==> src/rtl/conv_scan_ctrl.sv <==
// conv_scan_ctrl: frame scheduler for the 3x3 convolution datapath.
// Walks the image in raster order, issues one pixel fetch per FETCH cycle,
// fires the convolver on every full window and writes results densely.
// Optional build macro: CONV_CTRL_TIMEOUT_EN adds a WAIT-state result timeout
// that sets the sticky timeout_err_o and aborts the frame.
//
//   state   | meaning
//   --------+-----------------------------------------------------------
//   S_IDLE  | waiting for start_i
//   S_FETCH | one pixel read per cycle, window check at current row/col
//   S_FIRE  | one-cycle mult_en_o pulse to the convolver
//   S_WAIT  | waiting for result_valid_i (optionally bounded by TIMEOUT)
//   S_WRITE | out_we_o with current out_addr_o/out_data_o, then advance
//   S_DONE  | one-cycle done_o pulse, then back to idle
module conv_scan_ctrl #(
    parameter int IMAGE_WIDTH  = 128,
    parameter int IMAGE_HEIGHT = 128,
    parameter int FILTER_SIZE  = 3,
    parameter int OUT          = IMAGE_WIDTH - FILTER_SIZE + 1,
    parameter int PIX_AW       = 14,
    parameter int OUT_AW       = 14,
    parameter int TIMEOUT      = 16
) (
    input  logic              clk_i,
    input  logic              rst_i,
    input  logic              start_i,
    input  logic              result_valid_i,
    input  logic [31:0]       result_i,
    output logic              pix_rd_en_o,
    output logic [PIX_AW-1:0] pix_addr_o,
    output logic              mult_en_o,
    output logic              out_we_o,
    output logic [OUT_AW-1:0] out_addr_o,
    output logic [31:0]       out_data_o,
    output logic              busy_o,
    output logic              done_o,
    output logic              timeout_err_o
);

    localparam int COL_W = (IMAGE_WIDTH  > 1) ? $clog2(IMAGE_WIDTH)  : 1;
    localparam int ROW_W = (IMAGE_HEIGHT > 1) ? $clog2(IMAGE_HEIGHT) : 1;

    localparam logic [COL_W-1:0]  COL_LAST = COL_W'(IMAGE_WIDTH - 1);
    localparam logic [ROW_W-1:0]  ROW_LAST = ROW_W'(IMAGE_HEIGHT - 1);
    localparam logic [COL_W-1:0]  COL_FM1  = COL_W'(FILTER_SIZE - 1);
    localparam logic [ROW_W-1:0]  ROW_FM1  = ROW_W'(FILTER_SIZE - 1);
    // Final dense output address; the counter parks here after the last write.
    localparam logic [OUT_AW-1:0] OUT_LAST =
        OUT_AW'(OUT * (IMAGE_HEIGHT - FILTER_SIZE + 1) - 1);

    // Refuse to elaborate with a geometry the address counters cannot hold.
    if (FILTER_SIZE < 1 || FILTER_SIZE > IMAGE_WIDTH || FILTER_SIZE > IMAGE_HEIGHT ||
        OUT != IMAGE_WIDTH - FILTER_SIZE + 1 || TIMEOUT < 1 ||
        PIX_AW < $clog2(IMAGE_WIDTH * IMAGE_HEIGHT) ||
        OUT_AW < $clog2(OUT * (IMAGE_HEIGHT - FILTER_SIZE + 1))) begin : g_bad_cfg
        $error("conv_scan_ctrl: inconsistent parameter set");
    end

    typedef enum logic [2:0] {
        S_IDLE,
        S_FETCH,
        S_FIRE,
        S_WAIT,
        S_WRITE,
        S_DONE
    } state_t;

    state_t              state_q, state_d;
    logic [ROW_W-1:0]    row_q, row_d;
    logic [COL_W-1:0]    col_q, col_d;
    // Linear pixel index kept alongside row/col so no multiplier is needed.
    logic [PIX_AW-1:0]   pix_q, pix_d;
    logic [OUT_AW-1:0]   out_addr_q, out_addr_d;
    logic [31:0]         data_q, data_d;
    logic                terr_q, terr_d;
    logic                advance;
    logic                window_ok;
    logic                last_pix;

`ifdef CONV_CTRL_TIMEOUT_EN
    localparam int             TO_W    = $clog2(TIMEOUT + 1);
    localparam logic [TO_W-1:0] TO_LOAD = TO_W'(TIMEOUT - 1);
    logic [TO_W-1:0]           to_cnt_q, to_cnt_d;
`endif

    assign window_ok = (row_q >= ROW_FM1) && (col_q >= COL_FM1);
    assign last_pix  = (row_q == ROW_LAST) && (col_q == COL_LAST);

    // Next-state, scan position and data path decisions.
    always_comb begin
        state_d    = state_q;
        row_d      = row_q;
        col_d      = col_q;
        pix_d      = pix_q;
        out_addr_d = out_addr_q;
        data_d     = data_q;
        terr_d     = terr_q;
        advance    = 1'b0;
`ifdef CONV_CTRL_TIMEOUT_EN
        to_cnt_d   = to_cnt_q;
`endif
        case (state_q)
            S_IDLE: begin
                if (start_i) begin
                    state_d    = S_FETCH;
                    row_d      = '0;
                    col_d      = '0;
                    pix_d      = '0;
                    out_addr_d = '0;
                    terr_d     = 1'b0;
                end
            end
            S_FETCH: begin
                if (window_ok) begin
                    state_d = S_FIRE;
                end else begin
                    advance = 1'b1;
                end
            end
            S_FIRE: begin
                state_d = S_WAIT;
`ifdef CONV_CTRL_TIMEOUT_EN
                to_cnt_d = TO_LOAD;
`endif
            end
            S_WAIT: begin
                if (result_valid_i) begin
                    data_d  = result_i;
                    state_d = S_WRITE;
                end
`ifdef CONV_CTRL_TIMEOUT_EN
                else if (to_cnt_q == '0) begin
                    terr_d  = 1'b1;
                    state_d = S_DONE;
                end else begin
                    to_cnt_d = to_cnt_q - 1'b1;
                end
`endif
            end
            S_WRITE: begin
                if (out_addr_q != OUT_LAST) begin
                    out_addr_d = out_addr_q + 1'b1;
                end
                if (last_pix) begin
                    state_d = S_DONE;
                end else begin
                    advance = 1'b1;
                    state_d = S_FETCH;
                end
            end
            S_DONE: begin
                state_d = S_IDLE;
            end
            default: begin
                state_d = S_IDLE;
            end
        endcase

        if (advance) begin
            pix_d = pix_q + 1'b1;
            if (col_q == COL_LAST) begin
                col_d = '0;
                row_d = row_q + 1'b1;
            end else begin
                col_d = col_q + 1'b1;
            end
        end
    end

    // State, counters and registered strobes decoded from the next state.
    always_ff @(posedge clk_i) begin
        if (!rst_i) begin
            state_q     <= S_IDLE;
            row_q       <= '0;
            col_q       <= '0;
            pix_q       <= '0;
            out_addr_q  <= '0;
            data_q      <= '0;
            terr_q      <= 1'b0;
            pix_rd_en_o <= 1'b0;
            pix_addr_o  <= '0;
            mult_en_o   <= 1'b0;
            out_we_o    <= 1'b0;
            busy_o      <= 1'b0;
            done_o      <= 1'b0;
        end else begin
            state_q     <= state_d;
            row_q       <= row_d;
            col_q       <= col_d;
            pix_q       <= pix_d;
            out_addr_q  <= out_addr_d;
            data_q      <= data_d;
            terr_q      <= terr_d;
            pix_rd_en_o <= (state_d == S_FETCH);
            pix_addr_o  <= (state_d == S_FETCH) ? pix_d : '0;
            mult_en_o   <= (state_d == S_FIRE);
            out_we_o    <= (state_d == S_WRITE);
            busy_o      <= (state_d != S_IDLE);
            done_o      <= (state_d == S_DONE);
        end
    end

`ifdef CONV_CTRL_TIMEOUT_EN
    // WAIT-state down-counter; terminal count at zero means the result is late.
    always_ff @(posedge clk_i) begin
        if (!rst_i) begin
            to_cnt_q <= '0;
        end else begin
            to_cnt_q <= to_cnt_d;
        end
    end
    assign timeout_err_o = terr_q;
`else
    assign timeout_err_o = 1'b0;
`endif

    assign out_addr_o = out_addr_q;
    assign out_data_o = data_q;

endmodule
==> config.mk <==
export PLATFORM = sky130hd
export DESIGN_NAME = conv_scan_ctrl
export DESIGN_NICKNAME = d
export VERILOG_FILES = /design/src/rtl/conv_scan_ctrl.sv
export SDC_FILE = /design/constraint.sdc
export NUM_CORES = 1
export LEC_CHECK = 0
export CORE_MARGIN = 4
export CORE_UTILIZATION = 40
export DETAILED_ROUTE_END_ITERATION = 10
export PLACE_DENSITY = 0.67
export SETUP_SLACK_MARGIN = 0.02
export SYNTH_ARGS = -nofsm -noshare
export SYNTH_HDL_FRONTEND = slang
export SYNTH_SLANG_ARGS = --single-unit
==> constraint.sdc <==
create_clock -name clk_i -period 2.7 [get_ports clk_i]
set_input_delay 0.54 -clock clk_i [delete_from_list [all_inputs] [get_ports clk_i]]
set_output_delay 0.54 -clock clk_i [all_outputs]
set_load 0.02 [all_outputs]
==> impl_metrics.csv <==
group,metric,value,unit
status,outcome,"completed",
power,leakage,1.91,nW
sta,fin_skew,0.0103,ns
clock_tree,post_cts_buffers,0,
final_layout,design_area,5390,um^2
synth,yosys.cell_types.count,52,
synth,synth_mux_area_frac,0.0133,
clock_tree,cts_root_buffer,"clkbuf_8",
worst_setup_path,crit_arrival,2.72,ns
floorplan,rows,36,
final_layout,layout-drive-gt1-share,0.0751,
final_layout,multi_input_area,1980,um^2
worst_hold_path,min_to,"out_data_o[19]",
worst_hold_path,hold_path.class,"register to register",
sta,setup_viol_count_final,0,
worst_setup_path,path_cells,"inv_1 > ha_1 > or4_4 > nor4_4 > o21ai_2 > a221oi_4 > nand3b_4 > nor3b_1",
grt,antenna_found_initial,0,
final_layout,layout.cells.non_filler,719,
synth,postSynthCellCount,481,
synth,yosys.area.top_type_share,0.476,
synth,netlist_area,4040,um^2
synth,synth_area_per_cell,8.39,um^2
sta,setup_tns,0,ns
worst_setup_path,cp_slowest_stage_delay,0.43,ns
worst_setup_path,critPathLaunchType,"register",
flow_run,drv_cap,0,
drt,via_per_inst,5.11,
worst_setup_path,timing.reg2reg.setup_slack,0.26,ns
final_layout,n_antenna_cell,0,
clock_tree,clk_latency,0.36,ns
grt,grt_max_degree,33,
worst_setup_path,path_buf_inv,1,
place,dpl_worst_slack,0.176,ns
clock_tree,h-tree-depth,3,
drt,drt_iter0_markers,257,
floorplan,die_w,108,um
sta,hold_viol,0,
drt,ant_nets,0,
drt,wire_per_inst,14.0,um
final_layout,postLayoutCoreUtil,0.549,
drt,first_pass_iters,4,
synth,synth_fa_ha_area_frac,0.0186,
clock_tree,numClockSinks,96,
worst_setup_path,cp_slowest_cell,"a221oi_4",
worst_setup_path,worstPathRequired,2.98,ns
floorplan,ios,102,
grt,grt_util_all_layers,0.171,
synth,synth_top_family_by_area,"simple AND/OR/NAND/NOR gates",
place,place_area,5190,um^2
floorplan,initial_utilization,0.411,
drt,routed-via-count,3674,
sta,period_minus_slack,2.44,ns
clock_tree,cts_tree,"yes",
clock_tree,cts_buffer_depth,2,
place,routabilityCongestion,0.906,
place,dp.cells,703,
sta,rsz0062_at_grt,"no",
floorplan,fp.dieH,108,um
worst_setup_path,rr_worst_depth,8,
power,p_total,2.53,mW
worst_hold_path,hp-start,"out_data_o[19]",
drt,routed_wl,10000,um
final_layout,fillers,939,
worst_setup_path,reg2reg_to,"pix_addr_o[0]",
synth,synth_xor_area_frac,0.0304,
clock_tree,path_clk_slew,0.09,ns
synth,ys_async_sr_fraction,0,
worst_setup_path,path_delay_family,"simple AND/OR/NAND/NOR gates",
floorplan,die_area,11800,um^2
power,powerDensity,470,nW/um^2
grt,grt_pass1_vias,3465,
worst_hold_path,holdPathStages,2,
grt,grt_pass1_wl,16300,um
power,vdd_drop_max,0.000238,V
worst_setup_path,worstSetupPathType,"register to register",
synth,syn_nets,523,
sta,max-slew-margin-rel,0.589,
worst_setup_path,end_kind,"register",
sta,fmax,410,MHz
clock_tree,hold_buffers,0,
synth,yosys_warnings,0,
sta,setup_slack,0.260,ns
place,dpl.hpwl,7230,um
sta,whs,0.460,ns
place,numPortBuffers,100,
synth,synth-compound-area-share,0.145,
floorplan,core_area,9820,um^2
sta,max_slew.worst_pin.slew,0.617,ns
synth,synth-edff-count,0,
synth,synth_common_cells,"dfxtp_1, nand2_1, nor2_1",
sta,period_share,0.904,
worst_setup_path,crit_fanout,15,
synth,post_synth_and_or_nand_nor_area_fraction,0.280,
final_layout,nNetsFinal,623,
clock_tree,numCtsBuffers,9,
synth,synth-main-ff-cell,"dfxtp_1",
worst_setup_path,r2r-start,"col_q[0]",
synth,seq_area_frac_synth,0.476,
synth,yosysTopAreaCell,"dfxtp_1",
drt,route.detailed.drc,0,
synth,ys_ff_latch,96,
clock_tree,cts-resized-gates,0,
final_layout,seq_area,1920,um^2
synth,synth_area_leaders,"dfxtp_1, nand2_1, a21oi_1, nor2_1, nand3_1",
final_layout,syn_to_final_growth,33.6,%
grt,grt_remaining_overflow,0,
sta,slew_viol_final,0,
-- worst register-to-register path, delay by kind of cell, from the launching register on --
kind | cells | cell delay, ns
AOI/OAI and AO/OA | 2 | 0.68
adders and majority gates | 1 | 0.19
buffers and inverters | 1 | 0.07
DFF | 1 | 0.35
and+or+nand+nor | 4 | 1.09
-- state kept, by name, indices dropped and copies added, names as in the netlist --
signal,count
busy_o,1
out_addr_o,14
out_we_o,1
mult_en_o,1
out_data_o,32
col_q,7
row_q,7
done_o,1
pix_rd_en_o,1
pix_addr_o,14
state_q,3
pix_q,14
-- layout make-up --
cell class / count / area share
clock inverters: 4 / 0.00487
repair buffers: 113 / 0.204
inverters: 8 / 0.00557
multi-input cells: 353 / 0.368
flip-flops and latches: 96 / 0.356
well taps: 133 / 0.0309
clock buffers: 12 / 0.0306
-- worst max path at each step --
| stage | startpoint | end | slack, ns | cells after the start |
|---|---|---|---|---|
| after detailed placement | col_q[1] | pix_addr_o[8] | 0.18 | 7 |
| final | col_q[0] | pix_addr_o[0] | 0.26 | 8 |
| after global placement | col_q[0] | pix_addr_o[0] | 0.32 | 8 |
| after floorplan | col_q[1] | pix_addr_o[6] | 0.48 | 9 |
| after global routing | col_q[1] | pix_addr_o[8] | 0.06 | 7 |
| after CTS | col_q[1] | pix_addr_o[8] | 0.15 | 7 |
-- routing by layer --
layer	vias to the layer above	routed length, um	GRT usage
met4	0	180	0.0649
li1	1850	-	-
met3	14	536	0.0382
met5	-	0	0
met2	100	4900	0.284
met1	1710	4420	0.215
-- report_power, final --
group	total, mW	switching [mW]	internal, mW
clock	0.905	0.494	0.411
sequential	1.43	0.00663	1.42
combinational	0.198	0.107	0.0910
total	2.53	0.608	1.93
-- cells by family (layout without fill, tap and decap cells) --
group,count (synthesis),count (layout)
compound gates,95,95
xor+xnor,14,14
fa+ha+maj,6,6
buf+inv,32,137
flops,96,96
mux,5,5
other cells,1,1
simple gates,232,232
-- cell usage in the layout (no fill, tap or decap), types with 3 or more instances in the layout --
master | Yosys | layout
clkdlybuf4s50_1 | 0 | 100
nand2_1 | 96 | 96
dfxtp_1 | 96 | 96
nor2_1 | 49 | 49
a21oi_1 | 48 | 48
nand3_1 | 16 | 16
o21ai_0 | 13 | 13
nor3_1 | 13 | 13
buf_4 | 1 | 13
and3_1 | 12 | 12
clkbuf_8 | 0 | 12
inv_1 | 8 | 8
a22oi_1 | 8 | 8
nand2b_1 | 8 | 8
xnor2_1 | 8 | 8
xor2_1 | 6 | 6
nor2b_1 | 6 | 6
ha_1 | 6 | 6
nor3b_1 | 5 | 5
o2111ai_1 | 4 | 4
a211oi_1 | 4 | 4
or4_1 | 3 | 3
or2_2 | 3 | 3
mux2_2 | 3 | 3
and2_1 | 3 | 3
a31oi_1 | 3 | 3
(Power assumes the default switching activity.)
